**src/rtl/store_buffer.sv**
```systemverilog
// Posted-write buffer between the core data port and data memory: in-order FIFO
// of full-width stores, drained over valid/ready, with youngest-match load forwarding.
module store_buffer #(
    parameter int DEPTH  = 4,
    parameter int ADDR_W = 32,
    parameter int DATA_W = 32
) (
    input  logic                         clk,
    input  logic                         reset,
    input  logic                         st_valid,
    input  logic [ADDR_W-1:0]            st_addr,
    input  logic [DATA_W-1:0]            st_data,
    output logic                         st_stall,
    input  logic [ADDR_W-1:0]            ld_addr,
    output logic                         ld_hit,
    output logic [DATA_W-1:0]            ld_data,
    output logic                         mem_valid,
    output logic [ADDR_W-1:0]            mem_addr,
    output logic [DATA_W-1:0]            mem_data,
    input  logic                         mem_ready,
    output logic [$clog2(DEPTH+1)-1:0]   count,
    output logic                         empty
);

    localparam int PTR_W = $clog2(DEPTH);
    localparam int CNT_W = $clog2(DEPTH+1);

    logic [ADDR_W-1:0] addr_q [DEPTH];
    logic [DATA_W-1:0] data_q [DEPTH];

    logic [PTR_W-1:0]  head_q, head_d;
    logic [PTR_W-1:0]  tail_q, tail_d;
    logic [CNT_W-1:0]  count_q, count_d;

    logic              full;
    logic              push;
    logic              pop;

    // Stall comes only from registered occupancy; a pop in the same cycle
    // does not open a slot for the store being presented.
    assign full      = (count_q == CNT_W'(DEPTH));
    assign empty     = (count_q == '0);
    assign st_stall  = full;
    assign count     = count_q;

    assign push      = st_valid && !full;
    assign pop       = !empty && mem_ready;

    assign mem_valid = !empty;
    assign mem_addr  = addr_q[head_q];
    assign mem_data  = data_q[head_q];

    always_comb begin
        head_d  = head_q;
        tail_d  = tail_q;
        count_d = count_q;
        if (push) begin
            tail_d = tail_q + PTR_W'(1);
        end
        if (pop) begin
            head_d = head_q + PTR_W'(1);
        end
        if (push && !pop) begin
            count_d = count_q + CNT_W'(1);
        end else if (pop && !push) begin
            count_d = count_q - CNT_W'(1);
        end
    end

    always_ff @(posedge clk) begin
        if (reset) begin
            head_q  <= '0;
            tail_q  <= '0;
            count_q <= '0;
        end else begin
            head_q  <= head_d;
            tail_q  <= tail_d;
            count_q <= count_d;
        end
    end

    // Entry storage carries no reset; occupancy alone decides what is live.
    always_ff @(posedge clk) begin
        if (push) begin
            addr_q[tail_q] <= st_addr;
            data_q[tail_q] <= st_data;
        end
    end

    // Scan oldest to youngest so the last match (closest to tail) wins.
    always_comb begin
        logic [PTR_W-1:0] idx;
        ld_hit  = 1'b0;
        ld_data = '0;
        idx     = '0;
        for (int i = 0; i < DEPTH; i++) begin
            idx = head_q + PTR_W'(i);
            if ((CNT_W'(i) < count_q) && (addr_q[idx] == ld_addr)) begin
                ld_hit  = 1'b1;
                ld_data = data_q[idx];
            end
        end
    end

endmodule

```
**config.mk**
```make
export PLATFORM = sky130hd
export DESIGN_NAME = store_buffer
export DESIGN_NICKNAME = d
export VERILOG_FILES = /design/src/rtl/store_buffer.sv
export SDC_FILE = /design/constraint.sdc
export NUM_CORES = 1
export LEC_CHECK = 0
export CAP_MARGIN = 20
export CORE_MARGIN = 4
export CORE_UTILIZATION = 45
export DETAILED_ROUTE_END_ITERATION = 10
export PLACE_DENSITY = 0.69
export SETUP_SLACK_MARGIN = 0.1
export SLEW_MARGIN = 20
export SYNTH_ARGS = -nofsm -noshare
export SYNTH_HDL_FRONTEND = slang
export SYNTH_SLANG_ARGS = --single-unit
```
**constraint.sdc**
```tcl
create_clock -name clk -period 3.9 [get_ports clk]
set_clock_uncertainty 0.15 [all_clocks]
set_input_delay 0.975 -clock clk [delete_from_list [all_inputs] [get_ports clk]]
set_output_delay 0.975 -clock clk [all_outputs]
set_load 0.02 [all_outputs]
```
==> impl_metrics.env <==
export IMPL_io_pins=203
export IMPL_dpl_worst_slack_ps=-1630
export IMPL_required_ps=2770
export IMPL_grt_ovfl_total=0
export IMPL_cpMostUsedCell="buf_12"
export IMPL_design_die_area_mm2=0.0433
export IMPL_pwr_density_cell_mw_per_mm2=571
export IMPL_clockRootBuffer="clkbuf_16"
export IMPL_relSlewSlack_pct=53.7
export IMPL_setup_viol=33
export IMPL_placed_area_mm2=0.0232
export IMPL_timing_fmax_ghz=0.202
export IMPL_synth_edf_count=256
export IMPL_hold_violations=0
export IMPL_hold_class="reg -> reg"
export IMPL_cts_hold_buf=0
export IMPL_drt_wirelength_per_cell_um=25.3
export IMPL_tns_ps=-32620
export IMPL_firstDrtPassIters=6
export IMPL_finalWeightedCongestion=0.987
export IMPL_rsz0062_at_grt="yes"
export IMPL_cts_clk_slew_worst_paths_ps=60
export IMPL_worst_pin_slew_ps=694
export IMPL_die_w_um=208
export IMPL_via_count=14500
export IMPL_finalNonFillerCells=2369
export IMPL_synth_cell_area_mm2=0.0180
export IMPL_irDropWorstVdd_uv=431
export IMPL_numCtsBuffers=30
export IMPL_ys_seq_area_share_pct=43.7
export IMPL_slowest_delay_ps=510
export IMPL_drcViolationCount=0
export IMPL_multi_input_area_mm2=0.0105
export IMPL_area_growth_pct=44.2
export IMPL_ys_warn_count=0
export IMPL_dp_cells=2248
export IMPL_clockBufferDepth=3
export IMPL_syn_instance_count=1322
export IMPL_postSynth_asyncResetShare_pct=0
export IMPL_yosysUniqueCellTypes=65
export IMPL_seq_area_mm2=0.00788
export IMPL_avgSynthCellArea_um2=13.6
export IMPL_layout_nets=1928
export IMPL_outcome="finished with violations"
export IMPL_die_height_um=208
export IMPL_grt_max_degree=99
export IMPL_grtUsageTotal_pct=26.5
export IMPL_arrival_ps=3820
export IMPL_critical_path_startpoint_type="register"
export IMPL_clock_sinks=265
export IMPL_crit_path_max_fanout=16
export IMPL_htree_levels=1
export IMPL_layout_setup_ws_ps=-1050
export IMPL_fin_area_mm2=0.0260
export IMPL_synth_seq_cells=265
export IMPL_cellLeakagePower_uw=0.00927
export IMPL_drive_gt1_share_pct=46.4
export IMPL_drt_iter0_drc=1351
export IMPL_place_port_buffers=202
export IMPL_period_minus_slack_ps=4950
export IMPL_cap_viol_max_count=0
export IMPL_finalCritPeriodShare_pct=127
export IMPL_maxSlewViolCount=0
export IMPL_cts_tree="yes"
export IMPL_drtAntennaViolNets=0
export IMPL_cp_cell_sequence="buf_12 > buf_12 > mux4_2 > xnor2_1 > nand4_1 > nor4_4 > buf_4 > and3_4 > buf_12 > buf_16 > buf_8 > nor3_4 > a311oi_4 > buf_6"
export IMPL_antenna_found_initial=5
export IMPL_core_area_mm2=0.0396
export IMPL_rows=73
export IMPL_insertion_delay_ps=560
export IMPL_rrSetupSlack_ps=1090
export IMPL_synthesis_nets=1431
export IMPL_path_class="reg -> out"
export IMPL_grt_pass1_wl_um=89700
export IMPL_viasPerCell=6.14
export IMPL_place_hpwl_um=39800
export IMPL_fin_worst_hold_slack_ps=433
export IMPL_failed_checks="setup timing"
export IMPL_start_util_pct=45.4
export IMPL_end_kind="output port"
export IMPL_grt_pass1_vias=14900
export IMPL_synth_top_flop_cell="edfxtp_1"
export IMPL_nFillCells=2838
export IMPL_routed_wl_um=60000
export IMPL_critical_path_slowest_cell="mux4_2"
==> where the power goes <==
part,total [uW],leakage (uW),switching [uW],internal (uW)
clock,2620,0.000449,1110,1500
combinational,8410,0.00640,4070,4340
sequential,3800,0.00242,248,3550
==> final timing paths <==
path / startpoint / end / depth (start not counted)
setup / recovery: head_q[1]$_SDFFE_PP0P_ / ld_data[21] / 14
hold / removal: tail_q[0]$_SDFFE_PP0P_ / tail_q[0]$_SDFFE_PP0P_ / 2
setup reg to reg: count[1]$_SDFFE_PP0P_ / data_q[0][17]$_DFFE_PP_ / 8
hold reg to reg: tail_q[0]$_SDFFE_PP0P_ / tail_q[0]$_SDFFE_PP0P_ / 2
==> worst max-delay path, delay by kind of cell (launching register included) <==
kind | cells | cell delay (ps)
compound gates | 1 | 270
xor+xnor | 1 | 200
mux | 1 | 510
buf+inv | 7 | 1040
flops | 1 | 410
simple gates | 4 | 810
==> through the flow <==
stage	power, uW	util [%]
6_report	14800	65.5
5_1_grt	15500	65.5
4_1_cts	14600	63.8
3_5_place_dp	11500	58.5
3_3_place_gp	11400	58.5
2_1_floorplan	8350	-
==> repair_timing <==
action                     in CTS  in global routing
buffers inserted               42                 10
setup endpoints to repair      72                 41
gates resized for setup       320                106
gates cloned                   11                  3
pin swaps                      23                 27
==> metal layers <==
metal | global-route usage [%] | share of wire (%) | up-vias
met1 | 34.5 | 38 | 7333
met3 | 4.00 | 7.6 | 149
met5 | 0 | 0.068 | -
met4 | 8.52 | 3.9 | 6
li1 | - | - | 6342
met2 | 46.0 | 50 | 712
==> cells in the mapped netlist, types with 5 or more instances <==
library cell | instances | share of area [%]
edfxtp_1 | 256 | 43
mux4_2 | 155 | 19
mux2i_1 | 108 | 6.0
nor2_1 | 86 | 1.8
xnor2_1 | 86 | 4.2
clkbuf_1 | 52 | 1.1
a21oi_1 | 48 | 1.3
nand2_1 | 41 | 0.85
buf_2 | 36 | 1.0
nand3_1 | 35 | 0.97
o21ai_0 | 35 | 0.97
mux2_2 | 34 | 2.1
and3_1 | 33 | 1.1
nor3_1 | 33 | 0.92
a311oi_2 | 30 | 2.5
o211ai_2 | 30 | 2.1
xor2_1 | 27 | 1.3
nand4_1 | 21 | 0.73
buf_6 | 16 | 1.0
buf_1 | 13 | 0.27
inv_1 | 13 | 0.27
buf_4 | 10 | 0.42
mux2_1 | 10 | 0.63
o22ai_1 | 10 | 0.35
dfxtp_1 | 9 | 1.0
ha_1 | 9 | 0.63
a22oi_1 | 8 | 0.33
and2_1 | 6 | 0.21
o2111ai_1 | 6 | 0.29
a221oi_1 | 5 | 0.24
nor4_1 | 5 | 0.17
o2bb2ai_1 | 5 | 0.24
==> state kept, by name, indices dropped and copies added (netlist names), named ones only <==
name,flops
addr_q,128
count,3
data_q,128
head_q,2
tail_q,2
==> logic make-up (layout without fill, tap and decap cells) <==
| group | count (synthesis) | in the layout | synth area share, % |
|---|---|---|---|
| AO/OA/AOI/OAI | 205 | 205 | 9.74 |
| XOR/XNOR | 113 | 113 | 5.50 |
| adder cells (fa/ha/maj) | 9 | 9 | 0.625 |
| buffers and inverters | 145 | 664 | 4.48 |
| flip-flops | 265 | 265 | 43.7 |
| multiplexers | 309 | 309 | 28.3 |
| other | 0 | 3 | 0 |
| AND/OR/NAND/NOR | 276 | 276 | 7.61 |
==> layout make-up <==
class | instances | share of cell area, %
antenna | 3 | 0.0289
clock buffer | 36 | 3.06
clock inverter | 18 | 0.439
inverter | 14 | 0.202
multi-input combinational | 912 | 40.6
sequential | 265 | 30.4
tap | 525 | 2.53
timing repair buffer | 596 | 22.7
==> placed cells by master, fill, tap and decap left out, types with 20 or more instances in the layout <==
cell	n
buf_6	49
nand4_1	21
mux2_2	35
o21ai_0	35
mux4_2	155
nor3_4	20
xor2_1	26
mux2i_1	97
xnor2_1	57
clkdlybuf4s50_1	134
dlygate4sd2_1	28
a21oi_1	45
xnor2_2	28
a311oi_4	30
buf_12	37
nor2_1	85
buf_4	318
edfxtp_1	256
nand2_1	40
clkbuf_16	34
and3_1	32
o211ai_2	29
No activity file was read; power rests on OpenSTA's default activity.
